### src/rtl/mem_arbiter_pkg.sv
// Shared encodings for the two-master memory arbiter: FSM states and grant owners.
package mem_arbiter_pkg;

  typedef enum logic [1:0] {
    ARB_IDLE = 2'd0,
    ARB_BUSY = 2'd1,
    ARB_DONE = 2'd2
  } arb_state_e;

  localparam logic GNT_INST = 1'b0;
  localparam logic GNT_DATA = 1'b1;

endpackage

### src/rtl/mem_arbiter.sv
// Merges instruction-side and data-side CMU traffic onto one ack-handshake memory,
// one transaction at a time, with a watchdog that flags a memory that never answers.
module mem_arbiter
  import mem_arbiter_pkg::*;
#(
  parameter bit          DATA_FIRST = 1'b1,
  parameter logic [15:0] TIMEOUT    = 16'd1024
) (
  input  logic        clk,
  input  logic        rst,
  input  logic        inst_cs_i,
  input  logic        inst_we_i,
  input  logic [31:0] inst_addr_i,
  input  logic [31:0] inst_data_i,
  output logic [31:0] inst_data_o,
  output logic        inst_ack_o,
  input  logic        data_cs_i,
  input  logic        data_we_i,
  input  logic [31:0] data_addr_i,
  input  logic [31:0] data_data_i,
  output logic [31:0] data_data_o,
  output logic        data_ack_o,
  output logic        mem_cs_o,
  output logic        mem_we_o,
  output logic [31:0] mem_addr_o,
  output logic [31:0] mem_data_o,
  input  logic [31:0] mem_data_i,
  input  logic        mem_ack_i,
  output logic        err_o
);

  arb_state_e  state_q, state_d;
  logic        grant_q, grant_d;
  logic        last_grant_q, last_grant_d;
  logic [15:0] wd_cnt_q, wd_cnt_d;
  logic        err_q, err_d;
  logic [31:0] inst_rdata_q, inst_rdata_d;
  logic [31:0] data_rdata_q, data_rdata_d;
  logic [31:0] ret_word;
  logic        timeout_hit;

  // Fires on the last permitted BUSY cycle; the counter reads 0 in the first one.
  assign timeout_hit = (TIMEOUT != 16'd0) && (wd_cnt_q == (TIMEOUT - 16'd1));

  always_ff @(posedge clk) begin
    if (rst) begin
      state_q      <= ARB_IDLE;
      grant_q      <= GNT_INST;
      last_grant_q <= GNT_INST;
      wd_cnt_q     <= '0;
      err_q        <= 1'b0;
      inst_rdata_q <= '0;
      data_rdata_q <= '0;
    end else begin
      state_q      <= state_d;
      grant_q      <= grant_d;
      last_grant_q <= last_grant_d;
      wd_cnt_q     <= wd_cnt_d;
      err_q        <= err_d;
      inst_rdata_q <= inst_rdata_d;
      data_rdata_q <= data_rdata_d;
    end
  end

  always_comb begin
    state_d      = state_q;
    grant_d      = grant_q;
    last_grant_d = last_grant_q;
    wd_cnt_d     = wd_cnt_q;
    err_d        = err_q;
    inst_rdata_d = inst_rdata_q;
    data_rdata_d = data_rdata_q;
    ret_word     = mem_ack_i ? mem_data_i : 32'h0;

    case (state_q)
      ARB_IDLE: begin
        if (inst_cs_i || data_cs_i) begin
          if (inst_cs_i && data_cs_i)
            grant_d = DATA_FIRST ? GNT_DATA : ~last_grant_q;
          else
            grant_d = data_cs_i ? GNT_DATA : GNT_INST;
          wd_cnt_d = '0;
          state_d  = ARB_BUSY;
        end
      end
      ARB_BUSY: begin
        if (mem_ack_i || timeout_hit) begin
          if (grant_q == GNT_DATA)
            data_rdata_d = ret_word;
          else
            inst_rdata_d = ret_word;
          if (!mem_ack_i)
            err_d = 1'b1;
          state_d = ARB_DONE;
        end else begin
          wd_cnt_d = wd_cnt_q + 16'd1;
        end
      end
      ARB_DONE: begin
        last_grant_d = grant_q;
        state_d      = ARB_IDLE;
      end
      default: state_d = ARB_IDLE;
    endcase
  end

  // Memory-side strobes decode from registered state only; address and data
  // follow the owner's live inputs, which it holds until its ack.
  assign mem_cs_o   = (state_q == ARB_BUSY);
  assign mem_we_o   = mem_cs_o && ((grant_q == GNT_DATA) ? data_we_i : inst_we_i);
  assign mem_addr_o = !mem_cs_o ? 32'h0 : ((grant_q == GNT_DATA) ? data_addr_i : inst_addr_i);
  assign mem_data_o = !mem_cs_o ? 32'h0 : ((grant_q == GNT_DATA) ? data_data_i : inst_data_i);

  assign inst_ack_o  = (state_q == ARB_DONE) && (grant_q == GNT_INST);
  assign data_ack_o  = (state_q == ARB_DONE) && (grant_q == GNT_DATA);
  assign inst_data_o = inst_rdata_q;
  assign data_data_o = data_rdata_q;
  assign err_o       = err_q;

endmodule

### config.mk
export PLATFORM = sky130hd
export DESIGN_NAME = mem_arbiter
export DESIGN_NICKNAME = d
export VERILOG_FILES = /design/src/rtl/mem_arbiter_pkg.sv /design/src/rtl/mem_arbiter.sv
export SDC_FILE = /design/constraint.sdc
export NUM_CORES = 1
export LEC_CHECK = 0
export CAP_MARGIN = 25
export CORE_AREA = 2 2 117 119
export CTS_CLUSTER_DIAMETER = 30
export DETAILED_ROUTE_END_ITERATION = 10
export DIE_AREA = 0 0 119 121
export GPL_ROUTABILITY_DRIVEN = 1
export PLACE_DENSITY = 0.79
export SLEW_MARGIN = 20
export SYNTH_ARGS = -nofsm -noshare
export SYNTH_HDL_FRONTEND = slang
export SYNTH_SLANG_ARGS = --single-unit
### constraint.sdc
create_clock -name clk -period 2.26 [get_ports clk]
set_clock_uncertainty 0.15 [all_clocks]
set_input_delay 0.339 -clock clk [delete_from_list [all_inputs] [get_ports clk]]
set_output_delay 0.339 -clock clk [all_outputs]
set_load 0.05 [all_outputs]
==> reports/qor.txt, run 1 <==
status = complete, no violations
CTS tree = done
largest net degree at the start of global routing = 56
final worst setup slack = 89.9 ps
Nets = 1,098
htree depth = 3
Chip Height = 121 µm
Die W = 119 µm
initial core utilization = 0.361
PD cells = 522 nW/µm²
per-cell routed wire length = 17.1 µm
placed wire-length estimate = 15,000 µm
fin. max-slew vios = 0
Post-synth EDFFs = 0
post-synthesis sequential area ratio = 0.356
Total Wirelength = 18,900 µm
Fin. Hold Viols = 0
crit path launch type = flop
iteration count of the initial detailed-routing pass = 5
Ant. Diodes = 0
crit path max fanout = 21
CP endpoint kind = output pin
Root Buffer = clkbuf_16
Post-synth ARST share = 0
DR iter-0 viols = 341
HP Class = input pin to flop
Worst Tran Pin Value = 558 ps
RePlAce Congestion = 0.930
Max VDD drop = 0.385 mV
Placement Setup Slack = -2.23 ps
Mapped Area = 4730 µm²
synthesized instance count = 632
max_slew headroom = 0.627
GRT Overall Usage = 0.260
global-route wire length before repair = 29,200 µm
CTS Buffer Depth = 2
synth-to-layout area growth = 91.3%
antenna viol nets, final = 0
Die ar. = 14,400 µm²
Data required, critical path = 1770 ps
routed vias = 5,458
PortBufs = 299
row cnt = 42
MaxCap Viol Count = 0
Core Box Area = 13,100 µm²
Hold Slack = 312 ps
Ports = 300
Syn Nets = 800
DR DRC count = 0
routed vias/inst = 4.92
Seq cells post-synth = 84
Fmax = 0.461 GHz
initial antenna violation count = 0
Synth cell types = 47
CTS buffer count = 9
Mean Syn Cell Area = 7.48 µm²
Tmin final = 2170 ps
CTS Hold Bufs = 0
share of layout cells above drive strength 1 = 0.163
Critical Path AT = 1680 ps
Setup-failing EPs final = 0
worst setup path class = flop to output pin
vias in the first global route = 5,313
Sink Count = 84
predominant post-synthesis flop cell = dfxtp_1
clk slew on worst S/H paths = 70 ps
Clock Latency Late Sink = 330 ps
grt ovf = 0
Tcrit/Tclk final = 0.960
Synth Warn # = 0
RSZ-0062 raised after global routing = no
Lkg Pwr = 3.33 nW
-- stage by stage --
stage | total power [mW] | cell area, µm² | utilization | TNS, ps | instances
after global placement | 3.38 | 8760 | 0.670 | 0 | 1095
final | 4.72 | 9050 | 0.691 | 0 | 1110
after detailed placement | 3.40 | 8760 | 0.670 | -2.23 | 1095
after CTS | 4.77 | 9040 | 0.691 | 0 | 1110
after global routing | 4.90 | 9050 | 0.691 | 0 | 1110
after floorplan | 2.43 | 4770 | - | -25.2 | 632
-- registers in the layout, indices dropped and copies added, names as in the netlist --
| name | count |
|---|---|
| state_q | 2 |
| data_data_o | 32 |
| wd_cnt_q | 16 |
| err_o | 1 |
| inst_data_o | 32 |
| grant_q | 1 |
-- what timing repair did --
item,in CTS,in global routing
setup endpoints to repair,1,7
buffers inserted,0,0
resized for setup,1,2
endpoints found under the hold margin,0,0
-- worst paths after layout --
kind,from,to,slack [ps],cells past startpoint
min reg2reg,data_data_o[1],data_data_o[1],320,2
max reg2reg,wd_cnt_q[15],wd_cnt_q[11],120,5
max,grant_q,mem_addr_o[11],90,4
min,rst,err_o,310,2
-- report_power, final --
group	internal (mW)	switching, mW	leakage, nW
registers	1.52	0.0374	0.680
logic	0.854	0.943	2.52
clock network	0.752	0.617	0.130
total	3.13	1.60	3.33
-- cells in the mapped netlist, types with 2 or more instances --
master | instances | area (µm²)
nand2_1 | 106 | 398
nor2_1 | 104 | 390
dfxtp_1 | 84 | 1680
mux2i_1 | 69 | 691
o21ai_0 | 68 | 340
nand2b_1 | 66 | 413
clkbuf_1 | 29 | 109
nand3_1 | 11 | 55.1
buf_1 | 8 | 30.0
clkbuf_2 | 6 | 30.0
inv_1 | 6 | 22.5
nand4_1 | 5 | 31.3
nor3_1 | 5 | 25.0
a21oi_1 | 4 | 20.0
a31oi_1 | 4 | 25.0
buf_2 | 4 | 20.0
nor4_1 | 4 | 25.0
o311ai_0 | 4 | 35.0
or2_2 | 4 | 25.0
and2_1 | 3 | 18.8
o211ai_1 | 3 | 22.5
o21a_1 | 3 | 22.5
a41oi_1 | 2 | 17.5
and3b_1 | 2 | 17.5
nor3b_1 | 2 | 15.0
nor4bb_1 | 2 | 20.0
o21ai_1 | 2 | 10.0
o41a_1 | 2 | 22.5
or4_2 | 2 | 17.5
-- metal layers --
metal | track usage | vias up | routed length (µm)
li1 | - | 2728 | -
met1 | 0.300 | 2505 | 7500
met2 | 0.467 | 203 | 9700
met3 | 0.0517 | 22 | 1100
met4 | 0.113 | 0 | 632
met5 | 0 | - | 0
-- critical path, cell delays in order, from the launching register on --
cell	delay, ps
dfxtp_4	550
buf_4	240
mux2i_1	270
nor2_1	110
buf_12	160
-- area by class of cell --
cell class | count | area, µm²
clock buffers | 9 | 225
clock inverters | 6 | 48.8
flip-flops and latches | 84 | 1690
well taps | 176 | 220
repair buffers | 335 | 3960
fillers | 1061 | 4040
inverters | 6 | 22.5
multi-input cells | 494 | 2880
-- layout by cell type (no fill, tap or decap), types with 2 or more instances in the layout --
cell,n
inv_1,6
buf_12,70
or4_4,2
mux2i_1,69
nand4_1,5
or4_2,2
a31oi_1,4
nor3_1,5
nor4_1,4
o311ai_0,4
o21a_1,3
or2_2,4
inv_6,2
clkbuf_16,9
nand2b_1,65
nand2_1,106
and2_1,3
nor2_1,88
buf_4,34
and3b_1,2
nor2_2,16
o21ai_0,67
clkdlybuf4s50_1,230
clkinvlp_4,2
nor4bb_1,2
o41a_1,2
o211ai_1,3
a41oi_1,2
a21oi_1,4
o21ai_1,3
nand3_1,10
dfxtp_1,83
-- cell families (layout without fill, tap and decap cells) --
logic type | after synthesis | in the layout | share of synthesized area
AND/OR/NAND/NOR | 324 | 324 | 0.324
AO/OA/AOI/OAI | 99 | 99 | 0.122
flip-flops | 84 | 84 | 0.356
multiplexers | 70 | 70 | 0.148
buffers and inverters | 54 | 356 | 0.0471
adder cells (fa/ha/maj) | 1 | 1 | 0.00265
(Power assumes the default switching activity.)
==> run 2, diff against run 1 <==
--- a/config.mk
+++ b/config.mk
@@ -5,6 +5,7 @@
 export SDC_FILE = /design/constraint.sdc
 export NUM_CORES = 1
 export LEC_CHECK = 0
+export ABC_AREA = 0
 export CAP_MARGIN = 25
 export CORE_AREA = 2 2 117 119
 export CTS_CLUSTER_DIAMETER = 30
@@ -12,7 +13,7 @@
 export DIE_AREA = 0 0 119 121
 export GPL_ROUTABILITY_DRIVEN = 1
 export PLACE_DENSITY = 0.79
-export SLEW_MARGIN = 20
+export SLEW_MARGIN = 15
 export SYNTH_ARGS = -nofsm -noshare
 export SYNTH_HDL_FRONTEND = slang
 export SYNTH_SLANG_ARGS = --single-unit
==> results of run 2 <==
Same layout as run 1: the final DEF is identical, and so are final timing and power.
==> variant (config.mk and constraints of run 2) <==
Change the parameter `DATA_FIRST` from 1'b1 to 1'b0.
--- a/src/rtl/mem_arbiter.sv
+++ b/src/rtl/mem_arbiter.sv
@@ -4,5 +4,5 @@
   import mem_arbiter_pkg::*;
 #(
-  parameter bit          DATA_FIRST = 1'b1,
+  parameter bit          DATA_FIRST = 1'b0,
   parameter logic [15:0] TIMEOUT    = 16'd1024
 ) (
Check against the original RTL: no difference found for any inputs over 4 cycles, from zero or initial values and one cycle with rst high; that may be too few to reach the edited logic, so the function may still have changed.
==> variant against run 2 <==
The flow now finishes with violations (setup timing). Power grew 5.0%. Routed wire length grew 7.6%. Final cell count shrank 2.3%. Critical path depth grew 2. Sequential cell count grew 1. Non-clock buffer count grew 27. Design area grew 3.5%. Sequential share of layout area shrank 0.41 points. Die area is the same. Synthesized cell count shrank 8.5%. Area after synthesis shrank 3.4%. Setup slack lost 130 ps. Critical path type is now flip-flop to flip-flop. Largest power group unchanged.
==> variant: results (changes against run 2) <==
DP HPWL 15.6 mm (+3.5%); vias in the first global route 5,316 (+0.056%); dpl ws -51.3 ps (-49.1 ps); first-pass GRT wire length 29.9 mm (+2.2%); failing checks setup timing; Min-Delay Path Class flip-flop to flip-flop; post-synthesis mux area share 0.150 (+0.00118); Post-DP Area 8750 um2 (-0.20%); worst hold slack 296 ps (-15.5 ps); sequential share of the synthesized area 0.373 (+0.0171); Tcrit/Tclk final 1.02 (+0.0591); Reg2Reg Capture Point data_data_o[18]; Worst Min Path Start data_data_o[10]; hold path endpoint data_data_o[10]; Avg Cell Area, Syn 7.90 um2 (+5.6%); synthesized net count 746 (-6.8%); Fillers 965 (-9.0%); routed len/inst 18.8 um (+10%); Total GRT Usage 0.268 (+0.00728); Compound-Gate Fraction of Synth Area 0.151 (+0.0287); Reg2Reg Depth 6 (+1); Lkg Pwr 3.42 nW (+2.5%); antenna violations before repair 1 (+1); synth warn 0 (unchanged); layout cells sized above 1 0.285 (+0.123); sw frac 0.347 (+0.00922); drt pass-1 iters 5 (unchanged); pin count of the biggest net entering global routing 45 (-20%); Synth top cells by count dfxtp_1, nor2_1, nand2_1; worst rel slew slack 0.614 (-0.0128); fin cells 1,085 (-2.3%); VDD IR-drop max 0.364 mV (-5.6%); synth top area cells dfxtp_1, mux2i_1, nand3_1, nor2_1, nand2_1; crit path max fanout 16 (-24%); RD Place Congestion 0.921 (-1.1%); Post-Synth Adder-Cell Area 0.00274 (+0.0000943); multi-input logic area 2910 um2 (+1.2%); Final Setup Violations 28 (+28); vias per cell 5.16 (+4.9%); status finished, violations left; crit path from wd_cnt_q[15]; Yosys cell types 43 (-8.5%); setup ws final -43.7 ps (-134 ps)
variant: power groups by stage:
stage                     clock network, W  logic, W  registers, W
after floorplan                          0  0.000804       0.00171
after global placement                   0   0.00185       0.00161
after detailed placement                 0   0.00186       0.00161
after CTS                          0.00146   0.00188       0.00158
after global routing               0.00152   0.00202       0.00158
final                              0.00144   0.00194       0.00157
variant: worst max-delay path: stages (launching register included):
cell and delay (ps):
dfxtp_2 320, or4_4 540, or4_4 500, a211oi_4 270
buf_4 170, buf_12 130, o21ai_0 100
variant: cell type report:
cell class / count / area share
Inverter: 6 / 0.00241
Clock buffer: 10 / 0.0255
Multi-Input combinational cell: 439 / 0.311
Antenna cell: 1 / 0.000267
Tap cell: 176 / 0.0235
Timing Repair Buffer: 362 / 0.449
Sequential cell: 85 / 0.182
Clock inverter: 6 / 0.00561
variant: through the flow:
stage	total power, W	setup TNS (ps)
5_1_grt	0.00512	-3020
3_5_place_dp	0.00347	-337
3_3_place_gp	0.00346	-165
4_1_cts	0.00491	-16.1
2_1_floorplan	0.00252	-775
6_report	0.00496	-412
variant: layer usage:
metal  vias to the layer above  GRT usage  routed length, um
met5                         -          0                 13
met4                         2     0.0938                552
met3                        35     0.0700               1710
met2                       246      0.466              10500
met1                      2615      0.318               7640
li1                       2697          -                  -
variant: worst max-delay path by stage:
stage | to | slack, ps | depth (start not counted)
detailed placement | wd_cnt_q[9] | -50 | 6
floorplan | mem_data_o[10] | -60 | 5
finish | data_data_o[18] | -40 | 6
CTS | data_data_o[10] | -4 | 6
global placement | wd_cnt_q[6] | -40 | 6
global route | data_data_o[18] | -80 | 6
variant: timing repair:
action                                  4_1_cts  5_1_grt
buffers inserted                              3       10
endpoints found under the setup margin       35       82
endpoints found under the hold margin         0        0
gates resized for setup                       7       41
cloned                                        1        4
pin swaps                                     0       33
